===== config.mk =====
export PLATFORM = sky130hd
export DESIGN_NAME = collatz_dispatcher
export DESIGN_NICKNAME = d
export VERILOG_FILES = /design/src/rtl/collatz_pkg.sv /design/src/rtl/rr_ptr.sv /design/src/rtl/collatz_dispatcher.sv
export SDC_FILE = /design/constraint.sdc
export NUM_CORES = 1
export LEC_CHECK = 0
export BUFFER_PORTS_ARGS = -buffer_cell sky130_fd_sc_hd__buf_2
export CAP_MARGIN = 15
export CORE_AREA = 2 2 152 154
export CTS_BUF_LIST = sky130_fd_sc_hd__clkbuf_8
export DETAILED_ROUTE_END_ITERATION = 6
export DIE_AREA = 0 0 154 156
export PLACE_DENSITY_LB_ADDON = 0.3
export SETUP_SLACK_MARGIN = 0.1
export SKIP_LAST_GASP = 1
export SLEW_MARGIN = 10
export SYNTH_ARGS = -nofsm -noshare
export SYNTH_HDL_FRONTEND = slang
export SYNTH_SLANG_ARGS = --single-unit

===== constraint.sdc =====
create_clock -name clk -period 5.45 [get_ports clk]
set_clock_uncertainty 0.1 [all_clocks]
set_input_delay 0.2725 -clock clk [delete_from_list [all_inputs] [get_ports clk]]
set_output_delay 0.2725 -clock clk [all_outputs]
set_load 0.005 [all_outputs]

===== src/rtl/collatz_pkg.sv =====
// Shared constants and helpers for the Collatz lane dispatcher.
package collatz_pkg;

    localparam int DATA_W = 32;

    // Result value a lane reports when it cannot produce a trajectory count.
    localparam logic [DATA_W-1:0] COLLATZ_ERR = 32'h2BAD2BAD;

    function automatic int unsigned ptr_next(input int unsigned ptr, input int unsigned n_lanes);
        return (ptr >= n_lanes - 1) ? 0 : ptr + 1;
    endfunction

endpackage


===== src/rtl/rr_ptr.sv =====
// Wrapping round-robin pointer over 0..N-1, stepped once per advance pulse.
module rr_ptr
    import collatz_pkg::*;
#(
    parameter int N = 4,
    parameter int W = 2
) (
    input  logic         clk,
    input  logic         rst,
    input  logic         advance,
    output logic [W-1:0] ptr
);

    // NOTE: state registers use non-blocking assignments so every flop samples pre-edge values.
    always_ff @(posedge clk or negedge rst) begin
        if (!rst) begin
            ptr <= '0;
        end else if (advance) begin
            ptr <= W'(ptr_next(32'(ptr), N));
        end
    end

endmodule


===== src/rtl/collatz_dispatcher.sv =====
// Round-robin dispatcher for a pool of Collatz lanes; results leave in input order
// through one registered output stage.
module collatz_dispatcher
    import collatz_pkg::*;
#(
    parameter int N_LANES = 4,
    parameter int LANE_W  = 2
) (
    input  logic                      clk,
    input  logic                      rst,
    input  logic                      enable,
    input  logic [DATA_W-1:0]         in_TDATA,
    input  logic                      in_TVALID,
    output logic                      in_TREADY,
    output logic [DATA_W*N_LANES-1:0] lane_TDATA,
    output logic [N_LANES-1:0]        lane_TVALID,
    input  logic [N_LANES-1:0]        lane_TREADY,
    input  logic [DATA_W*N_LANES-1:0] res_TDATA,
    input  logic [N_LANES-1:0]        res_TVALID,
    output logic [N_LANES-1:0]        res_TREADY,
    output logic [DATA_W-1:0]         out_TDATA,
    output logic                      out_TVALID,
    input  logic                      out_TREADY,
    output logic                      idle,
    output logic [31:0]               done_count,
    output logic [15:0]               err_count,
    output logic                      stray_err
);

    logic [LANE_W-1:0]  dp;
    logic [LANE_W-1:0]  cp;
    logic [N_LANES-1:0] busy;
    logic [N_LANES-1:0] busy_next;

    logic              dp_busy;
    logic              dp_ready;
    logic              cp_busy;
    logic              cp_valid;
    logic [DATA_W-1:0] cp_data;

    logic dispatch_fire;
    logic collect_fire;
    logic out_free;
    logic out_fire;
    logic stray_hit;

    // NOTE: every signal written here gets a default first, so no path leaves a latch behind.
    always_comb begin
        dp_busy  = 1'b0;
        dp_ready = 1'b0;
        cp_busy  = 1'b0;
        cp_valid = 1'b0;
        cp_data  = '0;
        for (int i = 0; i < N_LANES; i++) begin
            if (LANE_W'(i) == dp) begin
                dp_busy  = busy[i];
                dp_ready = lane_TREADY[i];
            end
            if (LANE_W'(i) == cp) begin
                cp_busy  = busy[i];
                cp_valid = res_TVALID[i];
                cp_data  = res_TDATA[DATA_W*i +: DATA_W];
            end
        end
    end

    assign in_TREADY     = enable && !dp_busy && dp_ready;
    assign dispatch_fire = in_TVALID && in_TREADY;
    assign out_free      = !out_TVALID || out_TREADY;
    assign collect_fire  = cp_busy && cp_valid && out_free;
    assign out_fire      = out_TVALID && out_TREADY;
    assign stray_hit     = |(res_TVALID & ~busy);
    assign lane_TDATA    = {N_LANES{in_TDATA}};
    assign idle          = (busy == '0) && !out_TVALID;

    // Busy is read from the current register, so a lane freed this cycle is only
    // offered to the dispatcher from the next cycle on.
    always_comb begin
        lane_TVALID = '0;
        res_TREADY  = '0;
        busy_next   = busy;
        for (int i = 0; i < N_LANES; i++) begin
            lane_TVALID[i] = enable && in_TVALID && !busy[i] && (LANE_W'(i) == dp);
            res_TREADY[i]  = (LANE_W'(i) == cp) && busy[i] && out_free;
            if (dispatch_fire && (LANE_W'(i) == dp)) begin
                busy_next[i] = 1'b1;
            end
            if (collect_fire && (LANE_W'(i) == cp)) begin
                busy_next[i] = 1'b0;
            end
        end
    end

    rr_ptr #(
        .N (N_LANES),
        .W (LANE_W)
    ) u_dp_ptr (
        .clk     (clk),
        .rst     (rst),
        .advance (dispatch_fire),
        .ptr     (dp)
    );

    rr_ptr #(
        .N (N_LANES),
        .W (LANE_W)
    ) u_cp_ptr (
        .clk     (clk),
        .rst     (rst),
        .advance (collect_fire),
        .ptr     (cp)
    );

    always_ff @(posedge clk or negedge rst) begin
        if (!rst) begin
            busy <= '0;
        end else begin
            busy <= busy_next;
        end
    end

    // Output register: loads on collect, otherwise drains when the sink accepts.
    always_ff @(posedge clk or negedge rst) begin
        if (!rst) begin
            out_TDATA  <= '0;
            out_TVALID <= 1'b0;
        end else if (collect_fire) begin
            out_TDATA  <= cp_data;
            out_TVALID <= 1'b1;
        end else if (out_TREADY) begin
            out_TVALID <= 1'b0;
        end
    end

    always_ff @(posedge clk or negedge rst) begin
        if (!rst) begin
            done_count <= '0;
            err_count  <= '0;
        end else if (out_fire) begin
            done_count <= done_count + 32'd1;
            if ((out_TDATA == COLLATZ_ERR) && (err_count != 16'hFFFF)) begin
                err_count <= err_count + 16'd1;
            end
        end
    end

    always_ff @(posedge clk or negedge rst) begin
        if (!rst) begin
            stray_err <= 1'b0;
        end else if (stray_hit) begin
            stray_err <= 1'b1;
        end
    end

endmodule


* After elaboration in Yosys (flattened, before gate mapping)
Cells that the tools add are included.
** Operators by class
- Reductions and logical operators :: 50
- $add $sub $neg :: 4
- Muxes and demuxes :: 32
- Magnitude comparators :: 2
- Bitwise gates (word level) :: 2
- Equal/unequal tests :: 8
** Operator list (number)
- $mux 32 :: 4
- $logic_and 1x1->1 :: 33
- $add 32x1->32 const B :: 1
- $eq 32x30->1 const B :: 1
- $mux 1 :: 26
- $add 16x1->16 const B :: 1
- $ne 16x16->1 const B :: 1
- $reduce_bool 2->1 :: 5
- $eq 2x2->1 const A :: 4
- $logic_not 1->1 :: 6
- $add 2x1->2 const B :: 2
- $and 4x4->4 :: 1
- $eq 1x2->1 const A :: 2
- $ge 2x2->1 const B :: 2
- $logic_not 2->1 :: 2
- $logic_not 4->1 :: 1
- $mux 2 :: 2
- $not 4->4 :: 1
- $reduce_or 4->1 :: 1
- $reduce_and 2->1 :: 1
- $logic_or 1x1->1 :: 1
** Word-level totals
- Flip-flop bits (word level) :: 90
- Bits of input ports :: 173

* Depth between registers and ports, before layout
Gate-level depths: netlist of the first run.
- Word-level depth :: 12
- Depth in mapped cells :: 9

* Hierarchy
A second synthesis of the first run with hierarchy kept.
** Unflattened totals
- Cell total of the unflattened synthesis :: 513
- Area, all modules :: 5755.5 um^2
** Modules (own cells, without submodules)
- collatz_dispatcher :: area an instance 5577.8 um^2, instances 1, cells an instance 501, sequential area each 2152.1 um^2
- rr_ptr :: area an instance 88.8 um^2, instances 2, cells an instance 6, sequential area each 50.0 um^2

* Worst setup path before layout of the first run
No wires, ideal clock.
- Path kind :: flip-flop to flip-flop
- From :: register u_cp_ptr.ptr[0]
- To :: register out_TDATA[10]
- Library setup time :: 125 ps
- Setup slack :: 3287 ps
- Clock period less this slack :: 2163 ps
- Stages on the path, launching flop included :: 10
- Data arrival time :: 1939 ps
- Required time :: 5225 ps
- Cell sequence :: dfrtp_1 -> inv_1 -> ha_1 -> buf_2 -> nand3b_1 -> a21oi_1 -> o21ai_1 -> a21oi_4 -> buf_2 -> mux2_2
** On the way
- Longest elaborated chain between the ends :: 7
** RTL lines
- start, declared :: RTL line rr_ptr.sv:11 : output logic [W-1:0] ptr
- start signal, assigned :: RTL line rr_ptr.sv:19 : ptr <= W'(ptr_next(32'(ptr), N));
- $logic_not 2->1 :: RTL line collatz_dispatcher.sv:59 : if (LANE_W'(i) == cp) begin
- $mux 1 (4 in series) :: RTL line collatz_dispatcher.sv:59
- $logic_and 1x1->1 (2 in series) :: RTL line collatz_dispatcher.sv:70 : assign collect_fire = cp_busy && cp_valid && out_free;
- end signal, assigned :: RTL line collatz_dispatcher.sv:128 : out_TDATA <= cp_data;
- end, declared :: RTL line collatz_dispatcher.sv:21 : output logic [DATA_W-1:0] out_TDATA,
Parallel ways exist; a longest one is shown, timed or not.
A chain may end at the register's enable or synchronous reset.

* Final worst setup path of the first run
- From :: register u_cp_ptr.ptr[1]
- To :: register out_TDATA[10]
Same word-level chain as after synthesis.

==> results of run 1 <==
cell usage in the layout (no fill, tap or decap), types with 3 or more instances in the layout:
cell type | Yosys | layout
a21oi_1 | 73 | 73
a31oi_1 | 3 | 3
and2_1 | 6 | 6
and3_1 | 12 | 12
and4_1 | 3 | 3
and4b_1 | 3 | 3
buf_2 | 5 | 231
buf_4 | 128 | 6
clkbuf_8 | 0 | 9
clkinvlp_4 | 0 | 3
dfrtp_1 | 90 | 90
ha_1 | 10 | 7
ha_2 | 0 | 3
inv_1 | 12 | 12
mux2_2 | 34 | 34
nand2_1 | 84 | 84
nand3_1 | 20 | 20
nand3b_1 | 35 | 35
nand4_1 | 15 | 15
nor2_1 | 12 | 12
nor3_1 | 3 | 3
nor3b_1 | 6 | 6
nor4_1 | 3 | 3
o21ai_0 | 29 | 29
o21ai_1 | 5 | 5
o22ai_1 | 3 | 3
xnor2_1 | 33 | 33
xor2_1 | 13 | 13
registers in the layout, indices dropped and copies added (netlist names):
register and count:
u_dp_ptr.ptr 2, busy 4, done_count 32, out_TVALID 1
out_TDATA 32, err_count 16, stray_err 1, u_cp_ptr.ptr 2
worst max-delay path, stage by stage, from the launching register on:
cell     delay [ns]
dfrtp_1        0.42
inv_1          0.09
ha_2           0.88
a21oi_1        0.13
a21oi_1        0.19
o21ai_1        0.13
a21oi_4        0.13
buf_4          0.42
mux2_2         0.39
area by class of cell:
cell class | instances | area (um^2) | area share
Clock inverter | 7 | 70.1 | 0.0102
Inverter | 12 | 45.0 | 0.00654
Multi-Input combinational cell | 429 | 2820 | 0.409
Clock buffer | 9 | 124 | 0.0180
Sequential cell | 90 | 2250 | 0.327
Tap cell | 285 | 357 | 0.0518
Timing Repair Buffer | 239 | 1220 | 0.177
per-layer routing:
layer | track usage | wire [um]
met1 | 0.189 | 8000
met2 | 0.230 | 7980
met3 | 0.0503 | 1420
met4 | 0.0467 | 316
met5 | 0.0124 | 0
through the flow:
stage / setup WS (ns) / power, mW / utilization / instances / cell area (um^2)
after floorplan: 3.29 / 1.95 / - / 690 / 6190
after CTS: 2.35 / 2.86 / 0.308 / 1071 / 6890
final: 2.39 / 2.80 / 0.308 / 1071 / 6890
after global routing: 2.05 / 3.06 / 0.308 / 1071 / 6890
after detailed placement: 2.37 / 2.38 / 0.299 / 1053 / 6680
after global placement: 2.43 / 2.35 / 0.299 / 1053 / 6680
path summary, 6_finish.rpt:
path / from / endpoint / cells past startpoint
worst max-delay path: u_cp_ptr.ptr[1]$_DFFE_PN0N_ / out_TDATA[10]$_DFFE_PN0N_ / 8
worst min-delay path: res_TDATA[117] / out_TDATA[21]$_DFFE_PN0N_ / 4
worst max register to register: u_cp_ptr.ptr[1]$_DFFE_PN0N_ / out_TDATA[10]$_DFFE_PN0N_ / 8
worst min register to register: done_count[31]$_DFFE_PN0P_ / done_count[31]$_DFFE_PN0P_ / 1
max in group asynchronous: rst / out_TDATA[17]$_DFFE_PN0N_ / 3
min in group asynchronous: rst / done_count[30]$_DFFE_PN0P_ / 2
logic make-up after synthesis:
logic type / share of synthesized area
compound gates: 0.104
xor+xnor: 0.0650
fa+ha+maj: 0.0202
buf+inv: 0.182
flops: 0.364
mux: 0.0654
simple gates: 0.200
report_power, final:
part / total [mW] / switching [mW] / leakage, nW / internal, mW
Sequential: 0.966 / 0.149 / 1.17 / 0.817
Clock: 0.470 / 0.292 / 0.0887 / 0.178
Combinational: 1.37 / 0.752 / 2.08 / 0.615
==> flow_metrics.py, run 1 <==
metrics = {
    "outcome": {
        "status": "complete, no violations",
    },
    "floorplanning": {
        "initial_utilization": 0.277,
        "core_area_mm2": 0.0224,
        "io_pins": 393,
        "rows": 55,
        "die_h_um": 156,
        "dieArea_mm2": 0.0240,
        "fp.dieW_um": 154,
    },
    "clock_tree": {
        "clock-root-buffer": "clkbuf_8",
        "cts_hold_buf": 2,
        "htreeDepth": 3,
        "post_cts_buffers": 0,
        "clkTransAtPathRegs_ns": 0.11,
        "clock_latency_ns": 0.38,
        "cts_tree": "done",
        "ctsResizeCount": 0,
        "numCtsBuffers": 9,
        "clock_path_buffers": 2,
        "cts_num_sinks": 90,
    },
    "worst_setup_path": {
        "path_class": "reg2reg",
        "crit_required_ns": 5.62,
        "startpoint_type": "register",
        "critPathMaxFanout": 70,
        "arrival_ns": 3.23,
        "worst-r2r-setup-slack_ns": 2.39,
        "end_kind": "register",
    },
    "detailed_routing": {
        "drc": 0,
        "ant_nets": 0,
        "dr.first_iter.drc_count": 176,
        "vias": 4920,
        "wl_per_cell_um": 16.5,
        "routed_wl_um": 17700,
        "dr.pass1.iters": 4,
        "via_per_inst": 4.59,
    },
    "yosys": {
        "synthFlopType": "dfrtp_1",
        "synthTopCellsByArea": "dfrtp_1 36%, buf_4 16%, mux2_2 6.2%",
        "ys_ff_latch": 90,
        "synth_top_area_frac": 0.364,
        "synth_edf_count": 0,
        "syn_nets": 873,
        "avgSynthCellArea_um2": 8.98,
        "synth_cell_types": 45,
        "synth_area_leader_cell": "dfrtp_1",
        "yosys-top-cells-count": "128 x buf_4, 90 x dfrtp_1, 84 x nand2_1",
        "synth_area_mm2": 0.00619,
        "ys_async_sr_fraction": 1.00,
        "yosysSeqAreaShare": 0.364,
        "yosys_warnings": 0,
        "synth_most_common_cell": "buf_4",
        "syn_inst": 690,
    },
    "layout": {
        "num-fill-cells": 2441,
        "area_growth_pct": 11.2,
        "drive_above_1_share": 0.382,
        "final_net_count": 964,
        "num_antenna_cells": 0,
    },
    "placed_design": {
        "gp_congestion": 0.820,
        "numPortBuffers": 232,
        "detailed_place_hpwl_um": 13500,
    },
    "timing": {
        "final-hold-violation-count": 0,
        "setup_tns_ns": 0,
        "whs_ns": 0.121,
        "setup_viol": 0,
        "max_freq_mhz": 327,
        "max_slew_margin": 0.272,
        "fin_crit_sh": 0.561,
        "rsz0062_at_grt": "false",
        "worst_pin_slew_ns": 1.09,
        "period_minus_slack_ns": 3.06,
        "finalMaxSlewViolations": 0,
    },
    "grt": {
        "antenna_found_initial": 0,
        "grt_max_degree": 71,
        "grt_pass1_vias": 4976,
        "grt.total_usage": 0.147,
        "overflow": 0,
        "grt_pass1_wl_um": 27500,
    },
    "power_and_ir_drop": {
        "p_per_area_mw_per_mm2": 407,
        "power_leakage_nw": 3.35,
        "peakVddDrop_mv": 0.230,
    },
    "flow_run": {
        "drv_cap": 0,
    },
    "min_path": {
        "min_path_type": "in2reg",
    },
}
Power figures use the tool's default switching activity.
==> inputs of run 2 (changes only) <==
==> constraint.sdc (replaced) <==
create_clock -name clk -period 2.85 [get_ports clk]
set_clock_uncertainty 0.1 [all_clocks]
set_input_delay 0.1425 -clock clk [delete_from_list [all_inputs] [get_ports clk]]
set_output_delay 0.1425 -clock clk [all_outputs]
set_load 0.005 [all_outputs]
==> flow_metrics.py, run 2 (synthesized netlist as in run 1, its figures left out) <==
metrics = {
    "timing": {
        "setup_viol": 0,
        "max_freq_mhz": 419,
        "rsz0062_at_grt": "false",
        "max_slew_margin": 0.391,
        "fin_crit_sh": 0.838,
        "finalMaxSlewViolations": 0,
        "period_minus_slack_ns": 2.39,
        "setup_tns_ns": 0,
        "worst_pin_slew_ns": 0.914,
        "final-hold-violation-count": 0,
    },
    "clock_tree": {
        "cts_tree": "done",
        "numCtsBuffers": 9,
        "cts_hold_buf": 18,
        "clkTransAtPathRegs_ns": 0.09,
        "clock-root-buffer": "clkbuf_8",
        "clock_latency_ns": 0.38,
        "cts_num_sinks": 90,
        "clock_path_buffers": 2,
        "ctsResizeCount": 0,
        "htreeDepth": 3,
        "post_cts_buffers": 0,
    },
    "flow_run": {
        "drv_cap": 0,
    },
    "power_and_ir_drop": {
        "p_per_area_mw_per_mm2": 787,
        "swShare": 0.416,
        "peakVddDrop_mv": 0.407,
        "intPower_mw": 3.28,
        "power_leakage_nw": 3.47,
        "pwr-share-comb": 0.496,
        "power_frac_clock": 0.176,
        "seq_power_share": 0.328,
        "p_switching_mw": 2.34,
    },
    "min_path": {
        "min_path_type": "in2reg",
        "min_to": "out_TDATA[4]$_DFFE_PN0N_",
        "hold_start": "res_TDATA[100]",
        "min_path_cells": 4,
    },
    "outcome": {
        "status": "complete, no violations",
    },
    "layout": {
        "mostFrequentLayoutCells": "231 x buf_2, 90 x dfrtp_1, 84 x nand2_1",
        "finalNonFillerCells": 1092,
        "area_growth_pct": 15.4,
        "postLayoutCellArea_mm2": 0.00715,
        "num_antenna_cells": 0,
        "layout_commonest_cell": "buf_2",
        "drive_above_1_share": 0.378,
        "largest_registers": "done_count: 32 flops, out_TDATA: 32 flops, err_count: 16 flops",
        "final_net_count": 985,
    },
    "worst_setup_path": {
        "worst-r2r-setup-slack_ns": 0.66,
        "critPathMaxFanout": 6,
        "r2r_start": "u_cp_ptr.ptr[0]$_DFFE_PN0N_",
        "arrival_ns": 2.15,
        "r2r_cells": 8,
        "path_class": "reg2out",
        "crit_required_ns": 2.61,
        "reg2reg_to": "out_TDATA[0]$_DFFE_PN0N_",
        "startpoint_type": "register",
        "crit_start": "u_dp_ptr.ptr[0]$_DFFE_PN0N_",
        "end_kind": "primary output",
    },
    "detailed_routing": {
        "vias": 5082,
        "ant_nets": 0,
        "via_per_inst": 4.65,
        "dr.first_iter.drc_count": 199,
        "wl_per_cell_um": 16.8,
        "routed_wl_um": 18400,
        "drc": 0,
        "dr.pass1.iters": 5,
    },
    "floorplanning": {
        "rows": 55,
        "io_pins": 393,
        "dieArea_mm2": 0.0240,
        "fp.dieW_um": 154,
        "initial_utilization": 0.277,
        "core_area_mm2": 0.0224,
        "die_h_um": 156,
    },
    "grt": {
        "antenna_found_initial": 0,
        "overflow": 0,
        "grt_pass1_vias": 5113,
        "grt.total_usage": 0.152,
        "grt_max_degree": 69,
        "grt_pass1_wl_um": 28600,
    },
    "placed_design": {
        "dp_cells": 1058,
        "detailed_place_hpwl_um": 13900,
        "numPortBuffers": 232,
        "gp_congestion": 0.843,
        "place_area_mm2": 0.00675,
    },
}
## run 2: cell types whose count changed in the layout (fill, tap and decap cells not counted), sizes merged
cell / change
bufinv: +1
clkinvlp: -3
clkinv: +1
buf: +5
clkbuf: +1
dlygate4sd3: +16
## run 2: worst max path at each step
stage	slack, ns	endpoint
after floorplan	0.69	out_TDATA[10]$_DFFE_PN0N_
after global placement	0.68	err_count[1]$_DFFE_PN0P_
after detailed placement	0.63	err_count[1]$_DFFE_PN0P_
after CTS	0.43	in_TREADY
after global routing	0.25	in_TREADY
final	0.46	in_TREADY
## run 2: power groups by stage
stage | Sequential [mW] | Clock (mW) | Combinational, mW
floorplan | 1.82 | 0 | 1.91
global route | 1.90 | 1.10 | 3.13
global placement | 1.86 | 0 | 2.79
finish | 1.84 | 0.992 | 2.79
CTS | 1.85 | 1.03 | 2.84
detailed placement | 1.88 | 0 | 2.80
## run 2: worst max-delay path, cell delays in order, from the launching register on
cell	delay (ns)
dfrtp_1	0.42
inv_1	0.11
ha_1	0.25
nand4bb_1	0.11
a21oi_1	0.09
or3_1	0.47
and3_1	0.21
buf_2	0.12
## run 2: final cells by class
class / instances / area, um^2
sequential: 90 / 2250
clock buffer: 10 / 138
multi-input combinational: 429 / 2820
clock inverter: 6 / 81.3
inverter: 12 / 45.0
timing repair buffer: 260 / 1460
fill: 2381 / 15200
tap: 285 / 357
## run 2: metal layers
metal / vias to the layer above / global-route usage / part of all wire
met5: - / 0.0124 / 0
met3: 31 / 0.0508 / 0.083
met1: 2366 / 0.193 / 0.44
li1: 2464 / - / -
met2: 221 / 0.245 / 0.46
met4: 0 / 0.0423 / 0.014
## run 2: through the flow
stage | hold slack, ns | util | setup WS, ns | total power [mW]
final | 0.0228 | 0.320 | 0.462 | 5.63
after global routing | 0.0152 | 0.320 | 0.250 | 6.13
after CTS | 0.00126 | 0.320 | 0.427 | 5.73
after detailed placement | 0.185 | 0.302 | 0.629 | 4.68
after global placement | 0.185 | 0.302 | 0.678 | 4.65
after floorplan | -0.253 | - | 0.687 | 3.73
